==> src/rtl/rtype_exec_seq.sv <==
// rtype_exec_seq: multi-cycle MIPS R-type execution sequencer (ALU initiator).
//
// Accepts one R-type instruction per valid/ready handshake. It then reads the
// operands from an internal 32x32 register file and drives the external ALU's
// select bits and operands. It captures the ALU result and flags, and writes
// the result back to rd.
// Sequence: IDLE -> READ -> EXEC -> WB -> IDLE. A handshake in cycle N gives
// a done pulse in cycle N+3.
//
// Ports:
//   clk, reset                   clock, synchronous active-high reset
//   instr_valid/instr_ready      instruction handshake (ready only in IDLE)
//   instr[31:0]                  R-type word op|rs|rt|rd|shamt|funct
//   ALUselector2..0, alu_a/alu_b registered ALU select bits and operands
//   alu_res/alu_zero/alu_overflow ALU response, sampled at end of EXEC
//   done                         one-cycle completion pulse (WB)
//   result/result_zero/ovf_trap/illegal  completion data, valid with done
//   dbg_addr/dbg_data            combinational register read side channel
//
// Parameter TRAP_ON_OVF: 1 = signed add/sub overflow suppresses writeback and
// raises ovf_trap; 0 = always write back.
module rtype_exec_seq #(
  parameter bit TRAP_ON_OVF = 1'b1
) (
  input  logic        clk,
  input  logic        reset,
  input  logic        instr_valid,
  output logic        instr_ready,
  input  logic [31:0] instr,
  output logic        ALUselector2,
  output logic        ALUselector1,
  output logic        ALUselector0,
  output logic [31:0] alu_a,
  output logic [31:0] alu_b,
  input  logic [31:0] alu_res,
  input  logic        alu_zero,
  input  logic        alu_overflow,
  output logic        done,
  output logic [31:0] result,
  output logic        result_zero,
  output logic        ovf_trap,
  output logic        illegal,
  input  logic [4:0]  dbg_addr,
  output logic [31:0] dbg_data
);

  typedef enum logic [1:0] {
    IDLE = 2'd0,
    READ = 2'd1,
    EXEC = 2'd2,
    WB   = 2'd3
  } state_t;

  state_t      state;
  logic [31:0] regs [32];
  logic [31:0] instr_q;
  logic [2:0]  alu_sel;
  logic        is_add_q;
  logic        is_sub_q;
  logic        ill_q;
  logic        wen_q;

  logic [2:0]  dec_sel;
  logic        dec_shift;
  logic        dec_add;
  logic        dec_sub;
  logic        dec_legal;
  logic        sub_ovf;
  logic        trap;

  // Register 0 is hard-wired to zero regardless of the array contents.
  function automatic logic [31:0] read_reg(input logic [4:0] a, input logic [31:0] v);
    return (a == 5'd0) ? 32'd0 : v;
  endfunction

  assign ALUselector2 = alu_sel[2];
  assign ALUselector1 = alu_sel[1];
  assign ALUselector0 = alu_sel[0];
  assign dbg_data     = read_reg(dbg_addr, regs[dbg_addr]);

  // Decode the latched instruction word into ALU select and operand routing.
  always_comb begin
    dec_sel   = 3'b000;
    dec_shift = 1'b0;
    dec_add   = 1'b0;
    dec_sub   = 1'b0;
    dec_legal = 1'b0;
    if (instr_q[31:26] == 6'd0) begin
      dec_legal = 1'b1;
      case (instr_q[5:0])
        6'h24:   dec_sel = 3'b000;
        6'h25:   dec_sel = 3'b001;
        6'h20: begin
          dec_sel = 3'b010;
          dec_add = 1'b1;
        end
        6'h21:   dec_sel = 3'b010;
        6'h26:   dec_sel = 3'b011;
        6'h22: begin
          dec_sel = 3'b100;
          dec_sub = 1'b1;
        end
        6'h23:   dec_sel = 3'b100;
        6'h02: begin
          dec_sel   = 3'b101;
          dec_shift = 1'b1;
        end
        6'h00: begin
          dec_sel   = 3'b110;
          dec_shift = 1'b1;
        end
        6'h27:   dec_sel = 3'b111;
        default: dec_legal = 1'b0;
      endcase
    end else begin
      dec_legal = 1'b0;
    end
  end

  // Overflow resolution in EXEC. The ALU flag is add-form only, so subtract
  // overflow is derived here from the operand and result sign bits.
  always_comb begin
    sub_ovf = (alu_a[31] != alu_b[31]) && (alu_res[31] != alu_a[31]);
    trap    = TRAP_ON_OVF && ((is_add_q && alu_overflow) || (is_sub_q && sub_ovf));
  end

  // Sequencer FSM with registered outputs and the register file write port.
  always_ff @(posedge clk) begin
    if (reset) begin
      state       <= IDLE;
      instr_ready <= 1'b1;
      instr_q     <= 32'd0;
      alu_sel     <= 3'b000;
      alu_a       <= 32'd0;
      alu_b       <= 32'd0;
      is_add_q    <= 1'b0;
      is_sub_q    <= 1'b0;
      ill_q       <= 1'b0;
      wen_q       <= 1'b0;
      done        <= 1'b0;
      result      <= 32'd0;
      result_zero <= 1'b0;
      ovf_trap    <= 1'b0;
      illegal     <= 1'b0;
      for (int i = 0; i < 32; i++) begin
        regs[i] <= 32'd0;
      end
    end else begin
      case (state)
        IDLE: begin
          if (instr_valid) begin
            instr_q     <= instr;
            instr_ready <= 1'b0;
            state       <= READ;
          end
        end
        READ: begin
          // Illegal words drive zero selects/operands to the ALU.
          if (dec_legal) begin
            alu_sel <= dec_sel;
            alu_a   <= dec_shift ? read_reg(instr_q[20:16], regs[instr_q[20:16]])
                                 : read_reg(instr_q[25:21], regs[instr_q[25:21]]);
            alu_b   <= dec_shift ? {27'd0, instr_q[10:6]}
                                 : read_reg(instr_q[20:16], regs[instr_q[20:16]]);
          end else begin
            alu_sel <= 3'b000;
            alu_a   <= 32'd0;
            alu_b   <= 32'd0;
          end
          is_add_q <= dec_add && dec_legal;
          is_sub_q <= dec_sub && dec_legal;
          ill_q    <= !dec_legal;
          state    <= EXEC;
        end
        EXEC: begin
          result      <= alu_res;
          result_zero <= alu_zero;
          ovf_trap    <= trap;
          illegal     <= ill_q;
          done        <= 1'b1;
          wen_q       <= !ill_q && !trap && (instr_q[15:11] != 5'd0);
          state       <= WB;
        end
        WB: begin
          done        <= 1'b0;
          if (wen_q) begin
            regs[instr_q[15:11]] <= result;
          end
          instr_ready <= 1'b1;
          state       <= IDLE;
        end
        default: begin
          done        <= 1'b0;
          instr_ready <= 1'b1;
          state       <= IDLE;
        end
      endcase
    end
  end

endmodule

==> config.mk <==
export PLATFORM = sky130hd
export DESIGN_NAME = rtype_exec_seq
export DESIGN_NICKNAME = d
export VERILOG_FILES = /design/src/rtl/rtype_exec_seq.sv
export SDC_FILE = /design/constraint.sdc
export NUM_CORES = 2
export LEC_CHECK = 0
export CORE_MARGIN = 4
export CORE_UTILIZATION = 40
export CTS_CLUSTER_DIAMETER = 80
export DETAILED_ROUTE_END_ITERATION = 16
export GPL_ROUTABILITY_DRIVEN = 0
export PLACE_DENSITY = 0.64
export REMOVE_ABC_BUFFERS = 1
export SLEW_MARGIN = 20
export SYNTH_ARGS = -nofsm -noshare
export SYNTH_HDL_FRONTEND = slang
export SYNTH_SLANG_ARGS = --single-unit
==> constraint.sdc <==
create_clock -name clk -period 4.2 [get_ports clk]
set_clock_uncertainty 0.2 [all_clocks]
set_input_delay 0.42 -clock clk [delete_from_list [all_inputs] [get_ports clk]]
set_output_delay 0.42 -clock clk [all_outputs]
set_load 0.1 [all_outputs]
Word level (Yosys, flattened, before mapping) --
Memory sizes are Yosys's and may differ from the RTL's. A register that Yosys moved wholly into a read port is not among the register bits. Index checks and enable logic that the tools add are counted.
Word-level totals: register bits 142, memory bits (writable) 1024, input port bits 74, output and inout port bits 136, word-level logic and storage cells 94, memories 1
Memory list:
- regs | words 32, bits a word 32, rd ports 3, clocked after memory_dff 2, write ports 32, RTL line 55 | logic [31:0] regs [32];
Operators by class: equal/unequal tests 15, mux-type cells 36, reductions and logical operators 27
Operators with widths (number):
- two-way mux 32 bit | 8
- equality test 6 bit (second input constant) | 8
- OR reduction 32 bit | 1
- two-way mux 5 bit | 5
- case mux 3 bit (7 select lines) | 1
- two-way mux 1 bit | 16
- logical NOT 5 bit | 3
- logical NOT 6 bit | 2
- OR reduction 10 bit | 1
- case mux 2 bit (4 select lines) | 1
- logical AND 1 bit | 7
- equality test 6 x 2 -> 1 bit (second input constant) | 1
- two-way mux 3 bit | 2
- OR reduction 2 bit | 3
- nonzero test 5 bit | 1
- equality test 2 bit (second input constant) | 2
- case mux 1 bit (2 select lines) | 2
- AND reduction 2 bit | 2
- nonzero test 2 bit | 2
- logical NOT 1 bit | 3
- equality test 2 x 1 -> 1 bit (second input constant) | 1
- logical NOT 2 bit | 1
- two-way mux 2 bit | 1
- inequality test 1 bit | 2
- other kinds (2) | 2

Longest topological paths before layout --
depth after elaboration 7, gate-level depth with buffers 10, depth with buffers taken out 8

Least setup slack after synthesis --
OpenSTA, ideal clock, no wires.
path kind input port to output port, from in dbg_addr[1], to out dbg_data[21], arrival 3.031 ns, data required time 3.580 ns, slack 0.549 ns, stages 7, buffers on the path 3, path through clkbuf_1 -> clkbuf_1 -> buf_1 -> mux4_2 -> mux4_2 -> mux2i_1 -> nor2_1
On the way: cells in the longest elaborated chain, start to end 2, elaborated cells on any way between the ends 3, those cells by class 1 x mux; 1 x reduce/logical; 1 x memory
RTL lines:
- start, declared | RTL line 43 | input logic [4:0] dbg_addr,
- memory read (32 x 32 bit) / logical NOT 5 bit (equally long branches)
- two-way mux 32 bit (*) | RTL line 73 | return (a == 5'd0) ? 32'd0 : v;
- end, declared | RTL line 44 | output logic [31:0] dbg_data
Every way passes the cells marked *; elsewhere a longest branch is shown, timed or not.

Worst setup path in the final report --
from in dbg_addr[1], to out dbg_data[6]
Same word-level chain as after synthesis.

==> flow_metrics.py <==
metrics = {
    "sta": {
        "holdWs_ns": 0.0461,
        "hold_viol": 0,
        "rsz0062_at_grt": "false",
        "timing.fmax_mhz": 267,
        "timing.final.crit_share_pct": 89.2,
        "slew_violations": 0,
        "max-slew-margin-rel_pct": 29.5,
        "final-setup-viol-count": 0,
        "period_needed_ns": 3.75,
        "tightest_slew_ns": 1.05,
    },
    "critical_path": {
        "cp-end-kind": "primary output",
        "cpMostUsedCell": "mux4_2",
        "reg2regPathDepth": 8,
        "critical_path.max_stage_delay_ns": 0.56,
        "r2r_start": "state[1]",
        "crit_end": "dbg_data[6]",
        "crit_chain": "buf_8 -> buf_4 -> mux4_2 -> mux4_2 -> mux2i_1 -> nor2_1 -> buf_12",
        "slowest_stage": "buf_8",
        "arrival_ns": 3.13,
        "criticalPathCategory": "in2out",
        "worstSetupStartpoint": "dbg_addr[1]",
        "crit_path_max_fanout": 81,
        "start_kind": "input pin",
        "r2r_end": "regs[23][27]",
        "crit_required_ns": 3.58,
        "regToRegSetupSlack_ns": 0.84,
    },
    "global_route": {
        "antenna_found_initial": 21,
        "grt_usage_pct": 28.9,
        "grt_pass1_wl_mm": 365,
        "grt_overflow": 0,
        "grt_max_degree": 82,
        "grt_pass1_vias": 46100,
    },
    "die": {
        "fp-row-count": 151,
        "die_h_um": 421,
        "dieArea_um2": 178000,
        "pin_count": 210,
        "initial_core_util_pct": 40.3,
        "die_w_um": 421,
        "core_um2": 170000,
    },
    "route": {
        "drt_iter0_markers": 7032,
        "vias_per_cell": 6.65,
        "maxUsedRoutingLayer": "met5",
        "wl_met3_mm": 31.7,
        "antenna_left": 0,
        "met2_length_mm": 120,
        "num_vias": 46700,
        "route.detailed.drc": 0,
        "drtPass1Iterations": 5,
        "routed_wl_mm": 260,
        "wl_met1_mm": 91.2,
        "wl_per_cell_um": 37.1,
    },
    "final_layout": {
        "final_cell_mix": "and2_1 (1028), edfxtp_1 (1024), mux4_2 (853), mux2i_1 (217), buf_4 (185)",
        "seqCellArea_um2": 33800,
        "drive_gt1_share_pct": 31.4,
        "layout_commonest_cell": "and2_1",
        "nFillCells": 14300,
        "final_nets": 4738,
        "final_core_util_pct": 46.9,
        "multi_input_area_um2": 32600,
        "syn_to_final_growth_pct": 16.4,
    },
    "yosys": {
        "syn-cell-area_um2": 68300,
        "synth.area.mux_share_pct": 31.4,
        "synth_fa_ha_area_share_pct": 0.0732,
        "synthCells": 4506,
        "synth_flop_cell": "edfxtp_1",
        "yosys_register_bits": 1176,
        "synth_edf_count": 1024,
        "synth_cell_types": 48,
        "synth_compound_area_share_pct": 3.49,
        "synth_top_family_by_area": "multiplexers",
        "avgSynthCellArea_um2": 15.2,
        "seq_area_frac_synth_pct": 49.5,
        "synthSimpleGateAreaFrac_pct": 12.2,
        "synth-async-reset-ratio_pct": 0,
        "ys_warn_count": 0,
        "yosys.area_share.xor_xnor_pct": 0,
    },
    "clock_network": {
        "cts_root_buffer": "clkbuf_16",
        "clock_path_buffers": 3,
        "cts_sinks": 1176,
        "cts_tree": "done",
        "cts_resized": 0,
        "h-tree-depth": 4,
        "clk_latency_ns": 0.81,
        "numCtsBuffers": 139,
        "clk_pin_slew_ns": 0.06,
    },
    "power_and_ir_drop": {
        "p_per_area_nw_per_um2": 465,
        "ir_drop_uv": 429,
        "leakagePower_nw": 26.7,
    },
    "run_status": {
        "outcome": "complete, no violations",
    },
    "job": {
        "max_cap_violations": 0,
    },
    "placement": {
        "hpwl_mm": 155,
        "io_buffer_count": 209,
    },
    "worst_hold_path": {
        "min_path_type": "in2reg",
    },
}
metrics by stage:
step                cells  TNS [ns]  total power [mW]  setup WS (ns)  cell area (um2)
global route         6993         0              38.1          0.394            79500
floorplan            4011   -461.68              21.7          -7.67            66100
CTS                  6992         0              37.1          0.457            79500
finish               7012         0              37.0          0.453            79600
global placement     6695         0              24.6          0.438            74500
detailed placement   6695         0              24.7          0.472            74500
worst max-delay path, delay by kind of cell:
kind          cells  cell delay (ns)
buf+inv           3             1.27
simple gates      1             0.21
mux               3             1.06
state kept, by name (all words and copies together), names as in the netlist, 2 cells and up, named ones only:
| register | count |
|---|---|
| alu_a | 32 |
| alu_b | 32 |
| alu_sel | 3 |
| instr_q | 32 |
| regs | 1024 |
| result | 32 |
| state | 2 |
where the power goes:
group          internal [mW]  switching (mW)  total, mW
logic                   4.14            6.57       10.7
clock network           7.17            5.25       12.4
registers               13.2           0.632       13.9
worst min path at each step:
stage                            from     endpoint  slack (ns)  cells after the start
final                     alu_res[11]   result[11]        0.05                      3
after global routing      alu_res[22]   result[22]        0.04                      3
after CTS                 alu_res[18]   result[18]      0.0005                      3
after detailed placement  instr_q[31]  instr_q[31]        0.25                      2
after global placement    instr_q[26]  instr_q[26]        0.24                      2
after floorplan           instr_q[26]  instr_q[26]        0.23                      2
cells by family (layout without fill, tap and decap cells):
family	after synthesis	after routing
AO/OA/AOI/OAI	295	295
adder cells (fa/ha/maj)	4	4
buffers and inverters	501	769
flip-flops	1176	1176
multiplexers	1077	1077
other	0	20
AND/OR/NAND/NOR	1453	1453
cell usage after synthesis, types with 4 or more instances:
cell / count / area share, %
mux2_2: 7 / 0.12
dfxtp_1: 152 / 4.5
nor2b_1: 40 / 0.37
a2111oi_2: 22 / 0.48
or2_2: 34 / 0.31
nand3_1: 12 / 0.088
a32oi_1: 32 / 0.41
nor3_1: 7 / 0.051
a222oi_1: 5 / 0.073
nand2b_1: 12 / 0.11
and2_1: 1030 / 9.4
o2111ai_1: 17 / 0.22
mux4_2: 853 / 28
a21oi_1: 40 / 0.29
buf_6: 22 / 0.36
clkbuf_1: 334 / 1.8
buf_2: 95 / 0.70
a221oi_2: 9 / 0.20
o21ai_0: 11 / 0.081
a211oi_1: 23 / 0.25
ha_1: 4 / 0.073
nand2_1: 122 / 0.67
a22oi_1: 65 / 0.71
a22o_1: 21 / 0.27
o21ai_1: 23 / 0.17
inv_1: 5 / 0.027
nand3b_1: 5 / 0.055
buf_1: 22 / 0.12
nor2_1: 179 / 0.98
mux2i_1: 217 / 3.2
o22ai_1: 7 / 0.064
buf_4: 18 / 0.20
edfxtp_1: 1024 / 45
a221oi_1: 18 / 0.23
cell type report:
class | instances | area share [%]
well taps | 2218 | 3.49
multi-input cells | 2829 | 40.9
diodes | 20 | 0.0629
inverters | 6 | 0.0315
repair buffers | 508 | 7.17
clock buffers | 171 | 4.72
flip-flops and latches | 1176 | 42.5
clock inverters | 84 | 1.10
timing repair:
action | CTS | global route
buffers inserted | 0 | 0
hold buffers | 42 | 0
hold endpoints to repair | 67 | 0
per-layer routing:
metal  GRT usage, %  up-vias
met5          0.349        -
met1           36.3    24000
li1               -    18100
met3           8.62      860
met4           16.7        6
met2           44.7     3742
No activity file was read; power rests on OpenSTA's default activity.
